$ cat config.mk
export PLATFORM = sky130hd
export DESIGN_NAME = decode_stage
export DESIGN_NICKNAME = d
export VERILOG_FILES = /design/src/rtl/decode_stage.sv
export SDC_FILE = /design/constraint.sdc
export NUM_CORES = 2
export LEC_CHECK = 0
export ABC_CLOCK_PERIOD_IN_PS = 3600
export CORE_ASPECT_RATIO = 0.9
export CORE_MARGIN = 2
export CORE_UTILIZATION = 40
export CTS_CLUSTER_DIAMETER = 30
export DETAILED_ROUTE_END_ITERATION = 8
export PLACE_DENSITY = 0.67
export SLEW_MARGIN = 20
export SYNTH_ARGS = -nofsm -noshare
export SYNTH_HDL_FRONTEND = slang
export SYNTH_SLANG_ARGS = --single-unit
$ cat constraint.sdc
create_clock -name clk -period 3.6 [get_ports clk]
set_input_delay 0.54 -clock clk [delete_from_list [all_inputs] [get_ports clk]]
set_output_delay 0.54 -clock clk [all_outputs]
set_load 0.01 [all_outputs]
$ cat src/rtl/decode_stage.sv
// decode_stage: RV32I decode stage between fetch and execute.
//
// Holds the IF/ID register, the register file and its writeback port, immediate
// generation, control decode and load-use hazard detection. It also holds the
// ID/EX output register.
//
// Ports
//   clk, reset (async, active-low)
//   fetch side    : if_valid, if_instr, if_pc -> stall_fetch (combinational hold request)
//   execute side  : flush (kill in-flight work), id_* (registered ID/EX contents)
//   writeback     : wb_we, wb_rd, wb_data (write-first bypass into operand read)
module decode_stage #(
    parameter int XLEN = 32,
    parameter int NREG = 32,
    parameter int RA_W = $clog2(NREG)
) (
    input  logic            clk,
    input  logic            reset,
    input  logic            if_valid,
    input  logic [31:0]     if_instr,
    input  logic [XLEN-1:0] if_pc,
    input  logic            flush,
    input  logic            wb_we,
    input  logic [RA_W-1:0] wb_rd,
    input  logic [XLEN-1:0] wb_data,
    output logic            stall_fetch,
    output logic            id_valid,
    output logic [XLEN-1:0] id_pc,
    output logic [XLEN-1:0] id_rs1_data,
    output logic [XLEN-1:0] id_rs2_data,
    output logic [XLEN-1:0] id_imm,
    output logic [RA_W-1:0] id_rs1,
    output logic [RA_W-1:0] id_rs2,
    output logic [RA_W-1:0] id_rd,
    output logic [2:0]      id_funct3,
    output logic            id_funct7b5,
    output logic [6:0]      id_opcode,
    output logic            id_reg_write,
    output logic            id_mem_read,
    output logic            id_mem_write,
    output logic            id_alu_src,
    output logic            id_branch,
    output logic            id_jump,
    output logic            id_illegal
);

    localparam logic [6:0] OP_LOAD   = 7'b0000011;
    localparam logic [6:0] OP_IMM    = 7'b0010011;
    localparam logic [6:0] OP_AUIPC  = 7'b0010111;
    localparam logic [6:0] OP_STORE  = 7'b0100011;
    localparam logic [6:0] OP_OP     = 7'b0110011;
    localparam logic [6:0] OP_LUI    = 7'b0110111;
    localparam logic [6:0] OP_BRANCH = 7'b1100011;
    localparam logic [6:0] OP_JALR   = 7'b1100111;
    localparam logic [6:0] OP_JAL    = 7'b1101111;

    // Immediate formats assume a 32-bit datapath; every format sign-extends from instr[31].
    function automatic logic signed [XLEN-1:0] gen_imm(input logic [31:0] ins);
        logic signed [XLEN-1:0] imm;
        case (ins[6:0])
            OP_LOAD, OP_IMM, OP_JALR: imm = {{20{ins[31]}}, ins[31:20]};
            OP_STORE:                 imm = {{20{ins[31]}}, ins[31:25], ins[11:7]};
            OP_BRANCH:                imm = {{19{ins[31]}}, ins[31], ins[7], ins[30:25], ins[11:8], 1'b0};
            OP_LUI, OP_AUIPC:         imm = {ins[31:12], 12'b0};
            OP_JAL:                   imm = {{11{ins[31]}}, ins[31], ins[19:12], ins[20], ins[30:21], 1'b0};
            default:                  imm = '0;
        endcase
        return imm;
    endfunction

    function automatic logic uses_rs1(input logic [6:0] op);
        return (op == OP_JALR) || (op == OP_BRANCH) || (op == OP_LOAD) ||
               (op == OP_STORE) || (op == OP_IMM) || (op == OP_OP);
    endfunction

    function automatic logic uses_rs2(input logic [6:0] op);
        return (op == OP_BRANCH) || (op == OP_STORE) || (op == OP_OP);
    endfunction

    logic                   vld_p0;
    logic [31:0]            instr_p0;
    logic [XLEN-1:0]        pc_p0;
    logic [XLEN-1:0]        regs [NREG];

    logic [6:0]             opcode_p0;
    logic [RA_W-1:0]        rs1_p0, rs2_p0, rd_p0;
    logic signed [XLEN-1:0] imm_p0;
    logic [XLEN-1:0]        rs1_data_p0, rs2_data_p0;
    logic                   reg_write_p0, mem_read_p0, mem_write_p0;
    logic                   alu_src_p0, branch_p0, jump_p0, illegal_p0;
    logic                   hz;
    logic                   bubble;

    // ---- IF/ID stage (p0) ----
    always_ff @(posedge clk or negedge reset) begin
        if (!reset)
            vld_p0 <= 1'b0;
        else if (flush)
            vld_p0 <= 1'b0;
        else if (!hz)
            vld_p0 <= if_valid;
    end

    always_ff @(posedge clk) begin
        if (!hz) begin
            instr_p0 <= if_instr;
            pc_p0    <= if_pc;
        end
    end

    // ---- Decode (combinational on IF/ID) ----
    assign opcode_p0 = instr_p0[6:0];
    assign rs1_p0    = instr_p0[19:15];
    assign rs2_p0    = instr_p0[24:20];
    assign rd_p0     = instr_p0[11:7];
    assign imm_p0    = gen_imm(instr_p0);

    always_comb begin
        reg_write_p0 = 1'b0;
        mem_read_p0  = 1'b0;
        mem_write_p0 = 1'b0;
        alu_src_p0   = 1'b0;
        branch_p0    = 1'b0;
        jump_p0      = 1'b0;
        illegal_p0   = 1'b0;
        case (opcode_p0)
            OP_LUI, OP_AUIPC, OP_IMM: begin
                reg_write_p0 = 1'b1;
                alu_src_p0   = 1'b1;
            end
            OP_LOAD: begin
                reg_write_p0 = 1'b1;
                mem_read_p0  = 1'b1;
                alu_src_p0   = 1'b1;
            end
            OP_STORE: begin
                mem_write_p0 = 1'b1;
                alu_src_p0   = 1'b1;
            end
            OP_OP:     reg_write_p0 = 1'b1;
            OP_BRANCH: branch_p0    = 1'b1;
            OP_JAL, OP_JALR: begin
                reg_write_p0 = 1'b1;
                alu_src_p0   = 1'b1;
                jump_p0      = 1'b1;
            end
            default:   illegal_p0   = 1'b1;
        endcase
    end

    // Write-first read: a same-cycle writeback to the addressed register wins over the array.
    always_comb begin
        if (rs1_p0 == '0)
            rs1_data_p0 = '0;
        else if (wb_we && (wb_rd == rs1_p0))
            rs1_data_p0 = wb_data;
        else
            rs1_data_p0 = regs[rs1_p0];

        if (rs2_p0 == '0)
            rs2_data_p0 = '0;
        else if (wb_we && (wb_rd == rs2_p0))
            rs2_data_p0 = wb_data;
        else
            rs2_data_p0 = regs[rs2_p0];
    end

    // A load in ID/EX whose result the IF/ID instruction needs costs one bubble.
    // The bubble clears id_valid, so hz drops on the following cycle by construction.
    assign hz = id_valid && id_mem_read && (id_rd != '0) && vld_p0 &&
                ((uses_rs1(opcode_p0) && (rs1_p0 == id_rd)) ||
                 (uses_rs2(opcode_p0) && (rs2_p0 == id_rd)));

    assign stall_fetch = hz && !flush;
    assign bubble      = flush || hz || !vld_p0;

    // ---- Register file ----
    always_ff @(posedge clk or negedge reset) begin
        if (!reset) begin
            for (int i = 0; i < NREG; i++)
                regs[i] <= '0;
        end else if (wb_we && (wb_rd != '0)) begin
            regs[wb_rd] <= wb_data;
        end
    end

    // ---- ID/EX stage (p1) ----
    always_ff @(posedge clk or negedge reset) begin
        if (!reset) begin
            id_valid     <= 1'b0;
            id_pc        <= '0;
            id_rs1_data  <= '0;
            id_rs2_data  <= '0;
            id_imm       <= '0;
            id_rs1       <= '0;
            id_rs2       <= '0;
            id_rd        <= '0;
            id_funct3    <= '0;
            id_funct7b5  <= 1'b0;
            id_opcode    <= '0;
            id_reg_write <= 1'b0;
            id_mem_read  <= 1'b0;
            id_mem_write <= 1'b0;
            id_alu_src   <= 1'b0;
            id_branch    <= 1'b0;
            id_jump      <= 1'b0;
            id_illegal   <= 1'b0;
        end else begin
            id_valid     <= !bubble;
            id_pc        <= pc_p0;
            id_rs1_data  <= rs1_data_p0;
            id_rs2_data  <= rs2_data_p0;
            id_imm       <= imm_p0;
            id_rs1       <= rs1_p0;
            id_rs2       <= rs2_p0;
            id_rd        <= rd_p0;
            id_funct3    <= instr_p0[14:12];
            id_funct7b5  <= instr_p0[30];
            id_opcode    <= opcode_p0;
            id_reg_write <= reg_write_p0 && !bubble;
            id_mem_read  <= mem_read_p0  && !bubble;
            id_mem_write <= mem_write_p0 && !bubble;
            id_alu_src   <= alu_src_p0   && !bubble;
            id_branch    <= branch_p0    && !bubble;
            id_jump      <= jump_p0      && !bubble;
            id_illegal   <= illegal_p0   && !bubble;
        end
    end

endmodule

==> results.json <==
{
  "routabilityCongestion": 0.898,
  "required_ns": 3.06,
  "synth_nets": 4197,
  "maxSlewHeadroom": 0.228,
  "via_count": 41837,
  "dp_hpwl_um": 131000,
  "ys_types": 69,
  "hold_viol": 0,
  "p_leak_uw": 0.0334,
  "first_pass_iters": 8,
  "synth_fa_ha_area_frac": 0,
  "synth_compound_area_frac": 0.0458,
  "clock_power_share": 0.508,
  "grt_pass1_wl_um": 306000,
  "synthesis.area_um2": 61700,
  "port_buffers": 268,
  "finalMaxSlewViolations": 0,
  "grt_use_total": 0.268,
  "antenna_found_initial": 19,
  "path_clk_slew_ns": 0.04,
  "status": "complete, no violations",
  "synth-seq-area-share": 0.513,
  "muxShareOfSynthArea": 0.369,
  "avgRoutedWirePerCell_um": 31.6,
  "switching_share": 0.250,
  "worstMarginPinSlew_ns": 1.15,
  "async_flop_share": 0.949,
  "p_switching_uw": 13200,
  "crit_fanout": 6,
  "grt_max_degree": 130,
  "clkSinkCount": 1251,
  "vias_per_cell": 6.28,
  "maxCapViolCount": 0,
  "skew_ns": 0.0550,
  "max_freq_mhz": 290,
  "worst_slack_ns": 0.151,
  "synthCells": 4091,
  "final_layout_size_suffix_gt1_frac": 0.471,
  "clock_path_buffers": 4,
  "area_growth_pct": 25.2,
  "p_per_area_nw_per_um2": 685,
  "cts_max_level": 5,
  "drc": 0,
  "setup_tns_ns": 0,
  "synth-seq-cells": 1251,
  "startpoint_type": "flop",
  "finalSetupViolCount": 0,
  "cp_cell_sequence": "xnor2_1, nand3_1, nor3_1, o211a_2, inv_2, nor2_1, clkdlybuf4s50_1",
  "end_kind": "output pin",
  "ir_drop_v": 0.000382,
  "p_comb_frac": 0.143,
  "nets": 4557,
  "synth_top_family_by_area": "multiplexers",
  "cpPeakStageDelay_ns": 0.73,
  "power.total_uw": 52900,
  "final_area_um2": 77200,
  "critPathSlowestCell": "edfxtp_1",
  "p_seq_frac": 0.349,
  "grt_pass1_vias": 42747,
  "cp_num_buf_inv": 2,
  "detail_route.wirelength_um": 211000,
  "whs_ns": 0.193,
  "rows": 136,
  "syn_area_per_cell_um2": 15.1,
  "ys_warn_count": 0,
  "core_um2": 153000,
  "post_dp_cell_area_um2": 67200,
  "layout_common_cells": "dfrtp_1, mux2_2, mux4_2",
  "dieArea_um2": 157000,
  "rsz0062_at_grt": "no",
  "final_common_cell": "dfrtp_1",
  "clock_latency_ns": 0.89,
  "cp.arrival_ns": 2.91,
  "initial_core_util": 0.403,
  "hold_path_class": "in -> reg",
  "fin_crit_sh": 0.958,
  "p_int_uw": 39700,
  "crit_family": "flip-flops",
  "grt_overflow": 0,
  "die_x_um": 418,
  "synthXorXnorAreaFrac": 0.00284,
  "clock-root-buffer": "clkbuf_16",
  "cts_made_buffers": 298,
  "synth_edf_count": 64,
  "cts_tree": "built",
  "io_pins": 269,
  "drt_iter0_drc": 4592,
  "crit_type": "reg -> out",
  "ys.flop_type": "dfrtp_1",
  "pre_cts_ws_ns": 0.544,
  "synth_simple_gate_area_frac": 0.0332,
  "ant_nets": 0,
  "die_height_um": 376,
  "finalCriticalPeriod_ns": 3.45
}
==> cell families after synthesis <==
family | count (synthesis)
simple gates | 417
compound gates | 400
xor+xnor | 20
buf+inv | 444
mux | 1559
flops | 1251
==> sequential cells by signal, summed over array words and instances, names as in the netlist, 3 cells and up <==
signal	count
id_rs2_data	32
regs	1024
pc_p0	32
instr_p0	32
id_rd	5
id_opcode	7
id_rs2	5
id_rs1_data	32
id_rs1	5
id_imm	32
id_pc	32
id_funct3	3
==> power by group through the flow <==
stage,Sequential (uW),Clock [uW],Combinational [uW]
floorplan,17900,0,5190
global placement,18400,0,7330
detailed placement,18500,0,7480
CTS,18400,27100,7530
global route,18700,27900,7990
finish,18500,26900,7560
==> synth_stat cells, types with 9 or more instances <==
cell      number  area [um2]
buf_1         64         240
o211ai_1      11        82.6
a21oi_1       24         120
mux4_2       472       10600
nor3b_1        9        67.6
buf_6         26         293
nor3_1        44         220
o22a_1        13         114
o22ai_1       95         594
clkbuf_1     230         863
nor2b_1       10        62.6
nor2_1        70         263
nand2b_1      15        93.8
mux2_2       945       10600
a21o_1        22         165
edfxtp_1      64        1920
dfrtp_1     1187       29700
nand3_1       74         370
and2_1        11        68.8
a22oi_1      110         826
buf_4         27         203
a211oi_1      14         105
mux2i_1       73         731
xnor2_1       18         158
nand2_1      126         473
buf_2         79         395
or4_1         10        75.1
mux2_1        69         777
o21ai_0       22         110
a22o_1        19         166
o21ai_1       22         110
==> what timing repair did <==
action / in CTS / in global routing
setup buffers: 1 / 2
endpoints found under the hold margin: 72 / 0
hold buffers: 1 / 0
setup endpoints to repair: 1 / 1
pin swaps: 1 / 0
gates resized for setup: 2 / 0
==> worst register-to-register path, delay by kind of cell, from the launching register on <==
kind                   cells  cell delay, ns
buffers and inverters      2            0.43
flip-flops                 1            0.65
AND/OR/NAND/NOR            2            1.47
AO/OA/AOI/OAI              2            0.44
==> layer usage <==
layer	GRT usage	part of all wire	wire [um]
met4	0.129	0.049	10400
met5	0	0.00047	100
met3	0.0750	0.098	20800
met2	0.408	0.46	97600
met1	0.353	0.39	82200
==> final timing paths <==
check                        startpoint              end  slack, ns  cells after the start
max                        instr_p0[22]      stall_fetch       0.15                      7
min                          wb_data[0]   id_rs2_data[0]       0.19                      3
max reg2reg                instr_p0[22]  id_rs2_data[13]       0.59                      6
min reg2reg                   pc_p0[31]        id_pc[31]       0.34                      0
max in group asynchronous         reset        regs[991]       2.22                      3
min in group asynchronous         reset        regs[293]       0.22                      2
==> through the flow <==
stage                     instances   util
final                          6667  0.505
after detailed placement       6148  0.440
after global placement         6148  0.440
after floorplan                4091      -
after global routing           6666  0.505
after CTS                      6662  0.506
==> cell type report <==
| class | instances | area [um2] |
|---|---|---|
| multi-input combinational | 2396 | 28000 |
| sequential | 1251 | 31600 |
| timing repair buffer | 498 | 5000 |
| fill | 12513 | 75600 |
| clock buffer | 389 | 8400 |
| antenna | 3 | 7.51 |
| inverter | 6 | 22.5 |
| clock inverter | 123 | 1620 |
| tap | 2001 | 2500 |
No activity file was read; power rests on OpenSTA's default activity.
